<file path="src/rtl/adv_timer_evt_in_pkg.sv">
// Shared types, constants and the event-qualify helper for the advanced-timer event input stage.
package adv_timer_evt_in_pkg;

    typedef enum logic [2:0] {
        MODE_ALWAYS = 3'd0,
        MODE_HIGH   = 3'd1,
        MODE_LOW    = 3'd2,
        MODE_RISE   = 3'd3,
        MODE_FALL   = 3'd4,
        MODE_BOTH   = 3'd5,
        MODE_NEVER  = 3'd6
    } evt_mode_e;

    typedef enum logic [1:0] {
        IDLE  = 2'd0,
        ARMED = 2'd1,
        RUN   = 2'd2
    } evt_in_state_e;

    localparam int EVT_SYNC_STAGES = 2;
    localparam int EVT_FILT_DEPTH  = 3;

    // Codes 6 and 7 never qualify.
    function automatic logic evt_qualify(input logic [2:0] mode, input logic level,
                                         input logic rise, input logic fall);
        logic q;
        q = 1'b0;
        case (mode)
            MODE_ALWAYS: q = 1'b1;
            MODE_HIGH:   q = level;
            MODE_LOW:    q = ~level;
            MODE_RISE:   q = rise;
            MODE_FALL:   q = fall;
            MODE_BOTH:   q = rise | fall;
            default:     q = 1'b0;
        endcase
        return q;
    endfunction

endpackage

</file>
<file path="src/rtl/adv_timer_evt_in_sync.sv">
// Synchroniser, optional 3-sample glitch filter and registered edge detect for one selected input.
// Filter enabled by defining ADV_TIMER_EVT_IN_GLITCH_FILTER_EN.
module adv_timer_evt_in_sync
    import adv_timer_evt_in_pkg::*;
(
    input  logic clk,
    input  logic rst,
    input  logic din,
    output logic level,
    output logic rise,
    output logic fall
);

    logic [EVT_SYNC_STAGES-1:0] sync_q;
    logic                       s2;
    logic                       lvl;

    assign s2 = sync_q[EVT_SYNC_STAGES-1];

`ifdef ADV_TIMER_EVT_IN_GLITCH_FILTER_EN
    logic [EVT_FILT_DEPTH-2:0] hist;
    logic                      filt_q;
    logic                      agree;

    // Filtered level follows s2 only once the current and previous samples all agree.
    assign agree = (&{hist, s2}) | ~(|{hist, s2});
    assign lvl   = agree ? s2 : filt_q;

    always_ff @(posedge clk) begin
        if (rst) begin
            hist   <= '0;
            filt_q <= 1'b0;
        end else begin
            hist   <= {hist[EVT_FILT_DEPTH-3:0], s2};
            filt_q <= lvl;
        end
    end
`else
    assign lvl = s2;
`endif

    // level doubles as the previous-value register for edge detection.
    always_ff @(posedge clk) begin
        if (rst) begin
            sync_q <= '0;
            level  <= 1'b0;
            rise   <= 1'b0;
            fall   <= 1'b0;
        end else begin
            sync_q <= {sync_q[EVT_SYNC_STAGES-2:0], din};
            level  <= lvl;
            rise   <= lvl & ~level;
            fall   <= ~lvl & level;
        end
    end

endmodule

</file>
<file path="src/rtl/adv_timer_evt_in_stage.sv">
// Event front-end for one timer channel: input select, qualify, prescale, run/arm FSM.
// Optional glitch filter in the sync path via ADV_TIMER_EVT_IN_GLITCH_FILTER_EN.
module adv_timer_evt_in_stage
    import adv_timer_evt_in_pkg::*;
#(
    parameter  int N_EXTSIG    = 32,
    parameter  int PRESC_WIDTH = 8,
    localparam int SEL_WIDTH   = $clog2(N_EXTSIG)
) (
    input  logic                   clk_i,
    input  logic                   rst_i,
    input  logic                   cfg_start_i,
    input  logic                   cfg_stop_i,
    input  logic                   cfg_arm_i,
    input  logic                   cfg_update_i,
    input  logic [SEL_WIDTH-1:0]   cfg_sel_i,
    input  logic [2:0]             cfg_mode_i,
    input  logic [PRESC_WIDTH-1:0] cfg_presc_i,
    input  logic [N_EXTSIG-1:0]    signal_i,
    output logic                   evt_o,
    output logic                   active_o,
    output logic                   armed_o
);

    evt_in_state_e          state_q, state_d;
    logic [PRESC_WIDTH-1:0] cnt_q;
    logic [SEL_WIDTH-1:0]   sel_act, sel_pend;
    logic [2:0]             mode_act, mode_pend;
    logic [PRESC_WIDTH-1:0] presc_act, presc_pend;
    logic                   pend_vld;
    logic                   evt_q;
    logic                   din, level, rise, fall;
    logic                   in_run, qual, wrap;

    assign din = signal_i[sel_act];

    adv_timer_evt_in_sync u_sync (
        .clk   (clk_i),
        .rst   (rst_i),
        .din   (din),
        .level (level),
        .rise  (rise),
        .fall  (fall)
    );

    assign in_run = (state_q == RUN);
    assign qual   = evt_qualify(mode_act, level, rise, fall);
    // A start in RUN only clears the prescaler, so it also suppresses that cycle's event.
    assign wrap   = in_run && !cfg_stop_i && !cfg_start_i && qual && (cnt_q == presc_act);

    always_ff @(posedge clk_i) begin
        if (rst_i) state_q <= IDLE;
        else       state_q <= state_d;
    end

    always_comb begin
        state_d = state_q;
        case (state_q)
            IDLE:    if (cfg_start_i && !cfg_stop_i) state_d = cfg_arm_i ? ARMED : RUN;
            ARMED:   if (cfg_stop_i) state_d = IDLE;
                     else if (rise)  state_d = RUN;
            RUN:     if (cfg_stop_i) state_d = IDLE;
            default: state_d = IDLE;
        endcase
    end

    always_ff @(posedge clk_i) begin
        if (rst_i) begin
            evt_q      <= 1'b0;
            cnt_q      <= '0;
            sel_act    <= '0;
            mode_act   <= MODE_ALWAYS;
            presc_act  <= '0;
            sel_pend   <= '0;
            mode_pend  <= MODE_ALWAYS;
            presc_pend <= '0;
            pend_vld   <= 1'b0;
        end else begin
            evt_q <= wrap;

            if (!in_run || state_d != RUN || cfg_start_i) cnt_q <= '0;
            else if (qual)                                cnt_q <= wrap ? '0 : cnt_q + 1'b1;

            if (state_q == IDLE) begin
                if (cfg_update_i) begin
                    sel_act   <= cfg_sel_i;
                    mode_act  <= cfg_mode_i;
                    presc_act <= cfg_presc_i;
                end
                pend_vld <= 1'b0;
            end else if (cfg_stop_i) begin
                // Stop flushes any held update, a same-cycle update taking precedence.
                if (cfg_update_i) begin
                    sel_act   <= cfg_sel_i;
                    mode_act  <= cfg_mode_i;
                    presc_act <= cfg_presc_i;
                end else if (pend_vld) begin
                    sel_act   <= sel_pend;
                    mode_act  <= mode_pend;
                    presc_act <= presc_pend;
                end
                pend_vld <= 1'b0;
            end else begin
                if (wrap && pend_vld) begin
                    sel_act   <= sel_pend;
                    mode_act  <= mode_pend;
                    presc_act <= presc_pend;
                    pend_vld  <= 1'b0;
                end
                if (cfg_update_i) begin
                    sel_pend   <= cfg_sel_i;
                    mode_pend  <= cfg_mode_i;
                    presc_pend <= cfg_presc_i;
                    pend_vld   <= 1'b1;
                end
            end
        end
    end

    assign evt_o    = evt_q;
    assign active_o = (state_q == RUN);
    assign armed_o  = (state_q == ARMED);

endmodule
</file>
<file path="config.mk">
export PLATFORM = sky130hd
export DESIGN_NAME = adv_timer_evt_in_stage
export DESIGN_NICKNAME = d
export VERILOG_FILES = /design/src/rtl/adv_timer_evt_in_pkg.sv /design/src/rtl/adv_timer_evt_in_sync.sv /design/src/rtl/adv_timer_evt_in_stage.sv
export SDC_FILE = /design/constraint.sdc
export NUM_CORES = 1
export LEC_CHECK = 0
export CAP_MARGIN = 20
export CORE_MARGIN = 2
export CORE_UTILIZATION = 45
export DETAILED_ROUTE_END_ITERATION = 6
export PLACE_DENSITY_LB_ADDON = 0.12
export SLEW_MARGIN = 10
export SYNTH_ARGS = -nofsm -noshare
export SYNTH_HDL_FRONTEND = slang
export SYNTH_SLANG_ARGS = --single-unit
</file>
<file path="constraint.sdc">
create_clock -name clk_i -period 2.1 [get_ports clk_i]
set_clock_uncertainty 0.05 [all_clocks]
set_input_delay 0.315 -clock clk_i [delete_from_list [all_inputs] [get_ports clk_i]]
set_output_delay 0.315 -clock clk_i [all_outputs]
set_load 0.02 [all_outputs]
</file>
; ---- Yosys cells after proc, flatten, opt, wreduce, memory -nomap -nowiden
; Index checks and enable logic that the tools add are counted.
; W data, S select, Z words.
[totals]
elab_cells = 83
ff_bits = 49
out_inout_bits = 3
[classes]
n_eq_ne = 11
n_lt_le_gt_ge = 1
reduce_logical = 19
add_sub_neg = 1
bitwise = 7
mux = 30
[op_table]
columns = op, count
row1 = $mux W8, 7
row2 = $mux W5, 6
row3 = $mux W3, 6
row4 = $mux W2, 5
row5 = $add A8 B1 Y8 const B, 1
row6 = $eq A8 B8 Y1, 1
row7 = $eq A3 B2 Y1 const B, 2
row8 = $eq A3 B3 Y1 const B, 2
row9 = $logic_and A1 B1 Y1, 6
row10 = $lt A5 B6 Y1 const B, 1
row11 = $pmux W1 S6, 1
row12 = $pmux W2 S3, 1
row13 = $reduce_and A3 Y1, 2
row14 = $bmux W1 S5, 1
row15 = $ne A2 B2 Y1 const B, 2
row16 = $not A1 Y1, 4
row17 = $eq A3 B1 Y1 const B, 1
row18 = $logic_not A1 Y1, 3
row19 = $logic_not A3 Y1, 1
row20 = $mux W1, 3
row21 = $ne A3 B1 Y1 const B, 1
row22 = $reduce_bool A3 Y1, 1
row23 = $reduce_or A3 Y1, 1
row24 = $and A1 B1 Y1, 2
row25 = other kinds (7), 8

; ---- Logic depth before layout (Yosys ltp)
; Gate-level depths: netlist of run 1.
[logic_depth]
ltp_word = 9
mapped_depth = 8
mapped_depth_nobuf = 5

; ---- Modules after synthesis
; A second synthesis of run 1 with hierarchy kept.
[hier_totals]
cells_unflattened = 261
hier_area_um2 = 2596.2
[modules_own_cells]
columns = module, area_per_inst_um2, seq_area_each_um2, n_inst, cells_each
row1 = adv_timer_evt_in_stage, 2462.4, 880.8, 1, 251
row2 = adv_timer_evt_in_sync, 133.9, 100.1, 1, 10

; ---- Least setup slack after synthesis of run 1
; OpenSTA, ideal clock, no wires.
[synth_path]
path_type = register to register
from = register mode_act[0]
to = register presc_act[0]
synth_period_minus_slack_ps = 1904
arrival_ps = 1775
setup_slack_ps = 196
path_stages_with_launch = 8
path_cell_list = dfxtp_1 or2_2 a21oi_2 o2111ai_2 or2_0 buf_2 buf_6 o211ai_1
[synth_via]
elab_chain_len = 7
[synth_rtl]
columns = element, line
row1 = from (decl), adv_timer_evt_in_stage.sv:28  ; logic [2:0] mode_act, mode_pend;
row2 = from (signal assigned), adv_timer_evt_in_stage.sv:87  ; mode_act <= cfg_mode_i;
row3 = from (signal assigned), adv_timer_evt_in_stage.sv:95  ; mode_act <= cfg_mode_i;
row4 = from (signal assigned), adv_timer_evt_in_stage.sv:99  ; mode_act <= mode_pend;
row5 = $eq A3 B3 Y1 (tied with other cells), adv_timer_evt_in_pkg.sv:28  ; case (mode)
row6 = $pmux W1 S6 (*), adv_timer_evt_in_pkg.sv:28
row7 = $logic_and A1 B1 Y1 (*) (2 in a row), adv_timer_evt_in_stage.sv:49  ; assign wrap = in_run && !cfg_stop_i && !cfg_start_i && qual && (cnt_q == presc_act);
row8 = $logic_and A1 B1 Y1 (*), adv_timer_evt_in_stage.sv:104  ; if (wrap && pend_vld) begin
row9 = $reduce_bool A3 Y1 (no source line) (*), n/a
row10 = $reduce_and A3 Y1 (no source line) (*), n/a
row11 = to (signal assigned), adv_timer_evt_in_stage.sv:96  ; presc_act <= cfg_presc_i;
row12 = to (signal assigned), adv_timer_evt_in_stage.sv:100  ; presc_act <= presc_pend;
row13 = to (signal assigned), adv_timer_evt_in_stage.sv:107  ; presc_act <= presc_pend;
row14 = to (decl), adv_timer_evt_in_stage.sv:29  ; logic [PRESC_WIDTH-1:0] presc_act, presc_pend;
; Mark *: on every way between the ends. The rest lies on a longest branch, timed or not.
; A chain may end at the register's enable or synchronous reset.

; ---- Final worst setup path of run 1
[layout_path]
from = input cfg_stop_i
to = register presc_act[1]
[layout_via]
elab_chain_len = 8
[layout_rtl]
columns = element, line
row1 = from (decl), adv_timer_evt_in_stage.sv:13  ; input logic cfg_stop_i,
row2 = $logic_not A1 Y1, adv_timer_evt_in_stage.sv:49
row3 = $logic_and A1 B1 Y1 (4 in a row), adv_timer_evt_in_stage.sv:49
row4 = $logic_and A1 B1 Y1, adv_timer_evt_in_stage.sv:104
row5 = $reduce_bool A3 Y1 (no source line), n/a
row6 = $reduce_and A3 Y1 (no source line), n/a
; Parallel ways exist; a longest one is shown, timed or not.

==> results of run 1 <==
==> registers in the layout, indices dropped and copies added (netlist names) <==
| signal | count |
|---|---|
| pend_vld | 1 |
| mode_pend | 3 |
| u_sync.level | 1 |
| u_sync.fall | 1 |
| presc_act | 8 |
| state_q | 2 |
| presc_pend | 8 |
| sel_pend | 5 |
| u_sync.sync_q | 2 |
| sel_act | 5 |
| evt_o | 1 |
| cnt_q | 8 |
| mode_act | 3 |
| u_sync.rise | 1 |
==> through the flow <==
step	util (%)	hold WS [ns]	setup TNS [ns]	setup slack, ns	power [uW]
final	60.1	0.396	0	0.162	1950
after detailed placement	58.6	0.395	-3.65	-0.215	1420
after floorplan	-	0.338	0	0.196	1230
after CTS	60.1	0.407	0	0.0994	1980
after global placement	58.6	0.389	-3.38	-0.188	1410
after global routing	60.1	0.422	0	0.00700	2060
==> synthesized netlist by cell type (7+ instances only) <==
cell	number	area share (%)
mux2_2	15	6.3
nand3_1	38	7.1
o211ai_1	15	4.2
xor2_1	9	2.9
mux4_2	7	5.9
nor2b_1	8	1.9
dfxtp_1	49	36
clkbuf_1	14	2.0
nand2_1	41	5.7
a21oi_1	24	4.5
a22oi_1	14	3.9
nor2_1	14	2.0
==> metal layers <==
metal  wire length (um)  vias to the layer above
met1               3140                     1139
li1                   -                     1264
met5                  0                        -
met2               3360                       39
met3                233                        6
met4                 89                        0
==> worst paths after layout <==
path	startpoint	to	depth (start not counted)	slack, ns
setup / recovery	cfg_stop_i	presc_act[1]	6	0.16
hold / removal	u_sync.sync_q[1]	u_sync.fall	1	0.40
setup reg to reg	sel_act[1]	u_sync.sync_q[0]	5	0.19
hold reg to reg	u_sync.sync_q[1]	u_sync.fall	1	0.40
==> cell usage in the layout (no fill, tap or decap), drive strengths merged, types with 2 or more instances in the layout <==
cell / count
clkdlybuf4s50: 56
dfxtp: 49
nand2: 41
nand3: 38
a21oi: 25
buf: 21
mux2: 15
o211ai: 15
nor2: 14
a22oi: 14
xor2: 9
nor2b: 8
mux4: 7
clkbuf: 6
xnor2: 5
mux2i: 5
o2111ai: 5
and3: 4
inv: 4
or2: 4
nor3: 3
o21ai: 3
and4: 2
nor4: 2
a31oi: 2
or4: 2
a2bb2oi: 2
clkinvlp: 2
nor3b: 2
==> cell families after synthesis <==
kind of cell | count (synthesis)
DFF | 49
muxes | 27
and+or+nand+nor | 125
AOI/OAI and AO/OA | 69
buffers and inverters | 24
adders and majority gates | 1
xor gates and xnor gates | 14
==> worst max-delay path, delay by kind of cell <==
family | cells | cell delay [ns]
AND/OR/NAND/NOR | 3 | 0.96
buffers and inverters | 1 | 0.54
AO/OA/AOI/OAI | 2 | 0.30
==> layout make-up <==
| class | instances | share of cell area, % |
|---|---|---|
| Sequential cell | 49 | 27.9 |
| Clock inverter | 2 | 0.427 |
| Tap cell | 75 | 2.67 |
| Timing Repair Buffer | 77 | 20.8 |
| Multi-Input combinational cell | 236 | 45.8 |
| Clock buffer | 6 | 2.06 |
| Inverter | 4 | 0.427 |
==> power by group <==
| part | switching, uW | internal [uW] | total (uW) |
|---|---|---|---|
| combinational | 165 | 228 | 393 |
| clock | 323 | 235 | 558 |
| sequential | 39.4 | 964 | 1000 |
| total | 527 | 1430 | 1950 |
==> results.py, run 1 <==
metrics = {
    "floorplan": {
        "die_x_um": 81.3,
        "die_area_mm2": 0.00661,
        "core_area_mm2": 0.00585,
        "initial_utilization_pct": 46.0,
        "io_pins": 57,
        "num_rows": 28,
        "die_h_um": 81.3,
    },
    "detailed_routing": {
        "wirelength_mm": 6.82,
        "wl_per_cell_um": 15.2,
        "num_vias": 2448,
        "vias_per_cell": 5.45,
        "route.detailed.drc": 0,
        "drt_iter0_markers": 121,
        "firstDrtPassIters": 4,
        "detail-route-antenna-nets": 0,
    },
    "clock_network": {
        "hold_buffers": 0,
        "cts_resized": 0,
        "cts_setup_buffers": 0,
        "cts_root_buffer": "clkbuf_8",
        "cts_sinks": 49,
        "clk_path_buf_depth": 2,
        "clk_latency_ns": 0.31,
        "path_clk_slew_ns": 0.09,
        "htreeDepth": 2,
        "numCtsBuffers": 5,
        "cts_tree": "yes",
    },
    "synthesis": {
        "synth_compound_area_share_pct": 17.8,
        "syn_area_mm2": 0.00269,
        "synth_fa_ha_area_share_pct": 0.465,
        "seq_area_frac_synth_pct": 36.5,
        "yosysWarnings": 0,
        "synth-simple-area-share_pct": 22.8,
        "synthMuxAreaShare_pct": 14.0,
        "ys_ff_latch": 49,
        "synth_cells": 309,
        "synth_edf_count": 0,
        "synth_area_per_cell_um2": 8.70,
        "synth_cell_type_count": 41,
        "synth_top_family_by_area": "simple AND/OR/NAND/NOR gates",
        "synth-xor-area-share_pct": 4.56,
        "synthArstFlopShare_pct": 0,
        "synth_fp_nets": 364,
        "synth_flop_cell": "dfxtp_1",
    },
    "place": {
        "placed_cells": 441,
        "dp_hpwl_mm": 5.20,
        "placed_area_mm2": 0.00343,
        "port_buffers": 56,
        "globalplace.congestion": 0.783,
    },
    "grt": {
        "grt_antenna_before_repair": 0,
        "grtUsageMet1_pct": 30.0,
        "grt-ovfl-total": 0,
        "grt_first_pass_wirelength_mm": 11.2,
        "grt_use_total_pct": 22.1,
        "grt_pass1_vias": 2314,
        "busiest_layer": "met2",
        "met2_usage_pct": 35.1,
        "use_met3_pct": 5.22,
        "grt_max_degree": 20,
    },
    "pwr": {
        "leakage_uw": 0.00123,
        "power.density_mw_per_mm2": 556,
        "ir_drop_v": 0.000442,
    },
    "worst_setup_path": {
        "end_kind": "flip-flop",
        "path_class": "input port to flip-flop",
        "cp-start-kind": "input port",
        "crit_arrival_ns": 2.11,
        "required_ns": 2.27,
        "critPathSlowestCell": "nor2_1",
        "cp_max_fo": 14,
        "path_cells": "clkdlybuf4s50_1 > nand2b_1 > a21oi_1 > nor2_1 > nand2_1 > o211ai_1",
        "crit_path_max_incr_delay_ns": 0.72,
    },
    "timing": {
        "finalCritPeriodShare_pct": 92.3,
        "max_freq_ghz": 0.516,
        "slew-limit-headroom_pct": 36.9,
        "timing.final.crit_period_ns": 1.94,
        "hold_violations": 0,
        "maxSlewViolCount": 0,
        "setup_viol": 0,
        "worst_pin_slew_ns": 0.942,
        "rsz0062_at_grt": "false",
    },
    "final_layout": {
        "diodes": 0,
        "nFillCells": 521,
        "area_growth_syn_to_layout_pct": 30.9,
        "final_layout_size_suffix_gt1_share_pct": 15.8,
        "nets": 428,
        "multi_input_area_mm2": 0.00161,
        "regArea_um2": 981,
        "fin_cells": 449,
        "fin_area_mm2": 0.00352,
    },
    "min_path": {
        "hp-class": "flip-flop to flip-flop",
    },
    "flow_run": {
        "maxCapViolCount": 0,
    },
    "status": {
        "status": "completed",
    },
}
(Power assumes the default switching activity.)
==> run 2: changes to the inputs <==
--- a/config.mk
+++ b/config.mk
@@ -9,6 +9,7 @@
 export CORE_MARGIN = 2
 export CORE_UTILIZATION = 45
 export DETAILED_ROUTE_END_ITERATION = 6
+export GPL_TIMING_DRIVEN = 0
 export PLACE_DENSITY_LB_ADDON = 0.12
 export SLEW_MARGIN = 10
 export SYNTH_ARGS = -nofsm -noshare
==> run 2 against run 1 <==
  * Global-route usage decreased by 0.42 points
  * Via count increased by 2.0%
  * Clock power increased by 1%
  * Largest cell class unchanged
  * Highest routed layer unchanged
==> results.py, run 2 (synthesis gave the netlist of run 1 again) <==
metrics = {
    "final_layout": {
        "layout_common_cells": "54 x clkdlybuf4s50_1, 48 x dfxtp_1, 40 x nand2_1",
        "diodes": 0,
        "fin_cells": 453,
        "layout_commonest_cell": "clkdlybuf4s50_1",
        "area_growth_syn_to_layout_pct": 32.8,
        "reg.largest.list": "cnt_q (8), presc_act (8), presc_pend (8)",
        "final_layout_size_suffix_gt1_share_pct": 16.7,
        "nets": 432,
    },
    "timing": {
        "max_freq_ghz": 0.495,
        "timing.final.crit_period_ns": 2.02,
        "setup_viol": 0,
        "maxSlewViolCount": 0,
        "worst_pin_slew_ns": 0.585,
        "rsz0062_at_grt": "false",
        "finalCritPeriodShare_pct": 96.2,
        "finalSetupTns_ns": 0,
        "slew-limit-headroom_pct": 60.8,
        "hold_violations": 0,
    },
    "place": {
        "dp_hpwl_mm": 5.14,
        "globalplace.congestion": 0.781,
        "port_buffers": 55,
        "placed_cells": 439,
    },
    "detailed_routing": {
        "vias_per_cell": 5.51,
        "wirelength_mm": 6.92,
        "route.detailed.drc": 0,
        "num_vias": 2497,
        "firstDrtPassIters": 4,
        "drt_iter0_markers": 132,
        "wl_per_cell_um": 15.3,
        "detail-route-antenna-nets": 0,
    },
    "worst_setup_path": {
        "r2r_slack_ns": 0.08,
        "r2r_cells": 5,
        "cp-start-kind": "flip-flop",
        "cp_max_fo": 9,
        "r2r-start": "mode_act[0]",
        "crit_arrival_ns": 2.22,
        "required_ns": 2.30,
        "r2r_end": "mode_act[1]",
        "cp-endpoint": "mode_act[1]",
        "end_kind": "flip-flop",
        "path_class": "flip-flop to flip-flop",
        "cp-startpoint": "mode_act[0]",
    },
    "pwr": {
        "ir_drop_v": 0.000389,
        "combPwrFrac_pct": 21.1,
        "power_switching_uw": 555,
        "p_int_uw": 1430,
        "seq_power_share_pct": 50.4,
        "power.density_mw_per_mm2": 555,
        "leakage_uw": 0.00123,
        "swShare_pct": 28.0,
        "clkPwrFrac_pct": 28.5,
    },
    "floorplan": {
        "num_rows": 28,
        "die_h_um": 81.3,
        "initial_utilization_pct": 46.0,
        "die_x_um": 81.3,
        "die_area_mm2": 0.00661,
        "core_area_mm2": 0.00585,
        "io_pins": 57,
    },
    "grt": {
        "grt_antenna_before_repair": 0,
        "grt-ovfl-total": 0,
        "grt_max_degree": 16,
        "grt_use_total_pct": 21.7,
        "grt_pass1_vias": 2213,
        "grt_first_pass_wirelength_mm": 11.0,
    },
    "status": {
        "status": "completed",
    },
    "clock_network": {
        "cts_sinks": 49,
        "numCtsBuffers": 5,
        "htreeDepth": 2,
        "path_clk_slew_ns": 0.10,
        "cts_tree": "yes",
        "clk_latency_ns": 0.31,
        "clk_path_buf_depth": 2,
        "cts_root_buffer": "clkbuf_8",
        "hold_buffers": 0,
    },
    "min_path": {
        "hp-class": "flip-flop to flip-flop",
    },
    "flow_run": {
        "maxCapViolCount": 0,
    },
}
run 2: cell types whose count changed in the layout (fill, tap and decap cells not counted), sizes merged:
cell | before | now
clkbuf | 6 | 19
dlymetal6s2s | 0 | 1
clkinvlp | 2 | 1
clkdlybuf4s50 | 56 | 54
clkinv | 0 | 2
buf | 21 | 12
run 2: repair_timing:
action                                  CTS  global route
pin swaps                                 3             2
buffers inserted                          2             4
endpoints found under the setup margin   17            14
gates resized for setup                  15            12
run 2: metrics by stage:
| step | worst slack [ns] | total power (uW) | utilization (%) | hold slack [ns] | instance area [um2] |
|---|---|---|---|---|---|
| 2_1_floorplan | 0.196 | 1230 | - | 0.338 | 2690 |
| 3_3_place_gp | -0.601 | 1390 | 57.0 | 0.363 | 3330 |
| 3_5_place_dp | -0.611 | 1390 | 57.0 | 0.363 | 3330 |
| 4_1_cts | 0.0150 | 1970 | 60.1 | 0.379 | 3510 |
| 5_1_grt | 0.00596 | 2090 | 61.0 | 0.392 | 3570 |
| 6_report | 0.0790 | 1980 | 61.0 | 0.376 | 3570 |
run 2: final cells by class:
type / count / area, um2
buffer: 20 / 96.3
clock buffer: 5 / 68.8
clock inverter: 3 / 17.5
fill: 523 / 2280
inverter: 4 / 15.0
multi-input combinational: 236 / 1700
sequential: 49 / 982
tap: 75 / 93.8
timing repair buffer: 61 / 598
run 2: worst min-delay path by stage:
stage | from | endpoint | slack, ns | depth (start not counted)
after floorplan | u_sync.sync_q[1] | u_sync.fall | 0.34 | 1
after global placement | u_sync.sync_q[1] | u_sync.fall | 0.36 | 1
after detailed placement | u_sync.sync_q[1] | u_sync.fall | 0.36 | 1
after CTS | u_sync.sync_q[1] | u_sync.fall | 0.38 | 1
after global routing | cfg_start_i | cnt_q[0] | 0.39 | 4
final | u_sync.sync_q[1] | u_sync.fall | 0.38 | 1
run 2: routing by layer:
metal | track usage (%) | wire length, um | part of all wire (%) | up-vias
li1 | - | - | - | 1272
met1 | 30.5 | 3290 | 48 | 1184
met2 | 33.9 | 3400 | 49 | 37
met3 | 3.56 | 178 | 2.6 | 4
met4 | 6.61 | 47 | 0.68 | 0
met5 | 0 | 0 | 0 | -
run 2: worst max-delay path, cell delays in order, from the launching register on:
cell and delay (ns):
dfxtp_1 0.37, or2_2 0.34, a21oi_4 0.28, o2111ai_4 0.25
or4_1 0.57, nand3_1 0.09
run 2: power by group through the flow:
stage	registers, uW	clock network (uW)	logic, uW
after floorplan	1010	0	222
after global placement	1020	0	369
after detailed placement	1020	0	373
after CTS	999	574	396
after global routing	1000	625	458
final	1000	565	419
==> RTL edit 1, RTL diff (settings of run 2) <==
The parameter `N_EXTSIG` goes from 32 to 64.
--- a/src/rtl/adv_timer_evt_in_stage.sv
+++ b/src/rtl/adv_timer_evt_in_stage.sv
@@ -3,7 +3,7 @@
 module adv_timer_evt_in_stage
     import adv_timer_evt_in_pkg::*;
 #(
-    parameter  int N_EXTSIG    = 32,
+    parameter  int N_EXTSIG    = 64,
     parameter  int PRESC_WIDTH = 8,
     localparam int SEL_WIDTH   = $clog2(N_EXTSIG)
 ) (
Interface: changed (resized cfg_sel_i and signal_i); port bits go from 57 to 90. The function was not compared with the original's and may differ.
==> RTL edit 1 against run 2 <==
  * The run now ends with setup timing left
  * Via count up 4.6%
  * Routed wire length is 8.3% higher
  * Total power up 9.0%
  * Setup slack worse by 0.12 ns
  * Sequential cell count is 2 higher
  * Area after synthesis grew 9.4%
  * Worst hold slack improved by 0.0076 ns
  * Largest power group unchanged
  * Cell area increased by 17%
  * Clock power grew 3.5%
==> RTL edit 1: results (changes against run 2) <==
* Worst vdd ir at 0.321 mV (was 0.389 mV)
* Sequential share of cell area at 0.247 (was 0.275)
* Gr usage total at 0.208 (was 0.217)
* Post-Place Cell Area at 0.00393 mm² (was 0.00333 mm²)
* Post-Place Worst Slack at -0.678 ns (was -0.611 ns)
* Setup WS post-layout at -0.0392 ns (was 0.0790 ns)
* Multi-input logic area at 0.00185 mm² (was 0.00170 mm²)
* Data arrival, critical path at 2.29 ns (was 2.22 ns)
* Psw at 0.578 mW (was 0.555 mW)
* Post-CTS Setup Repair Bufs at 7 (was 2)
* Global-route wire length before repair at 12.1 mm (was 11.0 mm)
* Status: complete, but fails checks (was finished clean)
* Multi-input gates at 232 (was 236)
* Flop pwr share at 0.475 (was 0.504)
* Netlist cell types at 43 (was 41)
* Clock-cell share at 0.0222 (was 0.0242)
* Pleak at 1.65 nW (was 1.23 nW)
* Post-synthesis sequential area ratio at 0.347 (was 0.365)
* DP Wirelength at 5.73 mm (was 5.14 mm)
* Worst-Margin Slew at 0.530 ns (was 0.585 ns)
* Port bufs at 89 (was 55)
* DRT iter0 DRCs at 113 (was 132)
* Post-Synthesis Cells at 306 (was 309)
* Pin count of the biggest net entering global routing at 18 (was 16)
* Post-synthesis mux area share at 0.276 (was 0.140)
* Placed insts at 472 (was 439)
* Clk sinks at 51 (was 49)
* Multi-input combinational area share at 0.443 (was 0.476)
* Failing checks: setup timing
* Fillers at 519 (was 523)
* Post-synthesis adder-cell area fraction at 0.00425 (was 0.00465)
* XOR/XNOR Fraction of Synth Area at 0.0387 (was 0.0456)
* Wire length on met3 at 263 µm (was 178 µm)
* Final Setup Violations at 12 (was 0)
* Non-CTS inverters at 2 (was 4)
* Routed wl met2 at 3.76 mm (was 3.40 mm)
## RTL edit 1: layer usage
layer / vias up / track usage
li1: 1302 / -
met1: 1243 / 0.277
met5: - / 0
met4: 0 / 0.0491
met3: 8 / 0.0360
met2: 58 / 0.354
## RTL edit 1: critical path, stage by stage, from the launching register on
cell and delay [ns]:
dfxtp_4 0.36, or3b_4 0.39, nor4_4 0.15, o2111ai_2 0.19, a211o_1 0.31, buf_6 0.14
clkbuf_16 0.15, mux2_4 0.29
## RTL edit 1: path summary, 6_finish.rpt
kind | end | slack, ns | from | cells after the start
max | presc_act[3]$_SDFFE_PP0P_ | -0.04 | state_q[1]$_SDFF_PP0_ | 7
min | u_sync.sync_q[1]$_SDFF_PP0_ | 0.38 | u_sync.sync_q[0]$_SDFF_PP0_ | 1
max reg2reg | presc_act[3]$_SDFFE_PP0P_ | -0.04 | state_q[1]$_SDFF_PP0_ | 7
min reg2reg | u_sync.sync_q[1]$_SDFF_PP0_ | 0.38 | u_sync.sync_q[0]$_SDFF_PP0_ | 1
==> RTL edit 2, RTL diff (flow settings as in run 2) <==
Made on the original files. Encoding of `evt_in_state_e`: now one-hot (3 bits for 3 states).
--- a/src/rtl/adv_timer_evt_in_pkg.sv
+++ b/src/rtl/adv_timer_evt_in_pkg.sv
@@ -11,10 +11,10 @@
         MODE_NEVER  = 3'd6
     } evt_mode_e;
 
-    typedef enum logic [1:0] {
-        IDLE  = 2'd0,
-        ARMED = 2'd1,
-        RUN   = 2'd2
+    typedef enum logic [2:0] {
+        IDLE  = 3'b001,
+        ARMED = 3'b010,
+        RUN   = 3'b100
     } evt_in_state_e;
 
     localparam int EVT_SYNC_STAGES = 2;
Function: same outputs for any inputs over 4 cycles, from zero or initial values and one cycle with rst_i high; so few cycles prove little.
==> RTL edit 2 against run 2 <==
  * Register-to-register slack improved by 0.06 ns
  * Maximum frequency rose by 2.3%
  * Worst hold slack got worse by 0.011 ns
  * Setup slack improved by 0.044 ns
  * Sequential cell count grew 1
  * Sequential share of layout area up 1.8 points
  * Cell area decreased by 4.2%
  * Routed wire length down 17%
  * Area after synthesis shrank 1.8%
  * Count of clock-buffer cells in the layout is 1 higher
  * Total power is 7.1% higher
  * Critical path type is now reg2out
  * Largest power group unchanged
==> RTL edit 2: results (changes against run 2) <==
* Fillers at 512 (was 523)
* DRT iter0 DRCs at 68 (was 132)
* Status: finished clean (unchanged)
* Gr usage total at 0.194 (was 0.217)
* Hold path start: cfg_start_i (was u_sync.sync_q[1]$_SDFF_PP0_)
* Via density at 5.42 (was 5.51)
* Pleak at 1.34 nW (was 1.23 nW)
* Worst hold path depth at 4 (was 1)
* Pin count of the biggest net entering global routing at 16 (unchanged)
* Post-Synthesis Cells at 266 (was 309)
* Worst-Margin Slew at 0.538 ns (was 0.585 ns)
* Data arrival, critical path at 1.61 ns (was 2.22 ns)
* Net Sw Frac at 0.258 (was 0.280)
* Post-Place Cell Area at 0.00328 mm² (was 0.00333 mm²)
* Final wirelength at 5.71 mm (was 6.92 mm)
* Critical path's largest stage delay at 0.61 ns (was 0.57 ns)
* Critical Path Slowest Stage Cell: clkdlybuf4s50_1 (was or4_1)
* Global-route wire length before repair at 9.72 mm (was 11.0 mm)
* Critical R2R Launch: state_q[0]$_SDFF_PP1_ (was mode_act[0]$_SDFFE_PP0P_)
* Reg2reg setup slack at 0.14 ns (was 0.08 ns)
* Post-synth top cells: 50 x dfxtp_1, 35 x mux2i_1, 31 x nor2_1 (was 49 x dfxtp_1, 41 x nand2_1, 38 x nand3_1)
* Hold WS at 0.365 ns (was 0.376 ns)
* Post-synthesis sequential area ratio at 0.379 (was 0.365)
* CP Max Fanout at 6 (was 9)
* Area contributors post-synth: dfxtp_1 38%, mux2i_1 13%, mux4_2 6.8%, nor2_1 4.4%, xor2_1 4.3% (was dfxtp_1 36%, nand3_1 7.1%, mux2_2 6.3%, mux4_2 5.9%, nand2_1 5.7%)
* Worst reg-to-reg path cell count at 7 (was 5)
* GP Congestion at 0.787 (was 0.781)
* Vias in the first global route at 2137 (was 2213)
* Hold Crit Endpoint: evt_o$_SDFF_PP0_ (was u_sync.fall$_SDFF_PP0_)
* Worst vdd ir at 0.350 mV (was 0.389 mV)
* Critical R2R Capture: sel_act[3]$_SDFFE_PP0P_ (was mode_act[1]$_SDFFE_PP0P_)
* Placed insts at 393 (was 439)
* Nets at 383 (was 432)
* Post-route insts no fill at 401 (was 453)
* Syn nets at 321 (was 364)
* Min-Delay Path Class: in2reg (was reg2reg)
* Clk buf depth at 2 (unchanged)
* DP Wirelength at 4.29 mm (was 5.14 mm)
* Layout cells sized above 1 at 0.143 (was 0.167)
* Clock latency on the worst-skew pair at 0.31 ns (about the same)
[RTL edit 2: cell types whose count changed in the layout (fill, tap and decap cells not counted), sizes merged, moves of 14 or more]
cell	run 2	this run
a21boi	0	16
a21oi	25	8
a22oi	14	0
a31oi	2	17
inv	4	18
mux2	15	0
mux2i	5	35
nand2	41	5
nand3	38	2
nor2	14	31
o211ai	15	1
[RTL edit 2: cell families after synthesis]
group,after synthesis,share of synthesized area
AND/OR/NAND/NOR,68,0.147
multiplexers,43,0.201
XOR/XNOR,13,0.0431
AO/OA/AOI/OAI,56,0.170
flip-flops,50,0.379
adder cells (fa/ha/maj),1,0.00474
buffers and inverters,35,0.0559
[RTL edit 2: routing by layer]
layer	up-vias	GRT usage	routed length, µm
met5	-	0	0
met4	0	0.0407	48
met1	1019	0.245	2670
li1	1083	-	-
met2	64	0.332	2690
met3	6	0.0506	300
[RTL edit 2: stage by stage]
stage	utilization	worst slack, ns	TNS (ns)	power, mW
finish	0.614	0.124	0	2.12
global route	0.614	0.00123	0	2.22
CTS	0.613	0.0163	0	2.13
detailed placement	0.589	-0.402	-6.89	1.45
global placement	0.589	-0.380	-6.46	1.45
floorplan	-	0.246	0	1.29
[RTL edit 2: how the worst max path moves through the flow]
stage,cells past startpoint,slack (ns),startpoint,endpoint
6_report,3,0.12,state_q[0]$_SDFF_PP1_,active_o
5_1_grt,5,0.001,mode_act[0]$_SDFFE_PP0P_,cnt_q[7]$_SDFFE_PP0P_
4_1_cts,3,0.02,state_q[1]$_SDFF_PP0_,armed_o
3_5_place_dp,7,-0.40,cfg_start_i,presc_act[6]$_SDFFE_PP0P_
3_3_place_gp,7,-0.38,cfg_start_i,sel_act[3]$_SDFFE_PP0P_
2_1_floorplan,6,0.25,cfg_stop_i,presc_act[0]$_SDFFE_PP0P_
[RTL edit 2: repair_timing]
action	in CTS	in global routing
gates cloned	0	0
pin swaps	1	1
setup buffers	1	1
resized for setup	4	5
endpoints found under the setup margin	10	23
[RTL edit 2: worst max-delay path, delay by kind of cell (launching register included)]
family                 cells  cell delay (ns)
AND/OR/NAND/NOR            2             0.31
flip-flops                 1             0.38
buffers and inverters      1             0.61
[RTL edit 2: final cells by class]
type,instances,share of cell area
Tap cell,72,0.0263
Clock inverter,2,0.0110
Inverter,18,0.0197
Multi-Input combinational cell,181,0.441
Timing Repair Buffer,57,0.167
Clock buffer,6,0.0212
Sequential cell,50,0.293
Buffer,15,0.0212
[RTL edit 2: power groups by stage]
| stage | combinational [mW] | sequential (mW) | clock, mW |
|---|---|---|---|
| floorplan | 0.256 | 1.04 | 0 |
| global placement | 0.401 | 1.05 | 0 |
| detailed placement | 0.408 | 1.05 | 0 |
| CTS | 0.413 | 1.03 | 0.695 |
| global route | 0.448 | 1.03 | 0.738 |
| finish | 0.409 | 1.03 | 0.689 |
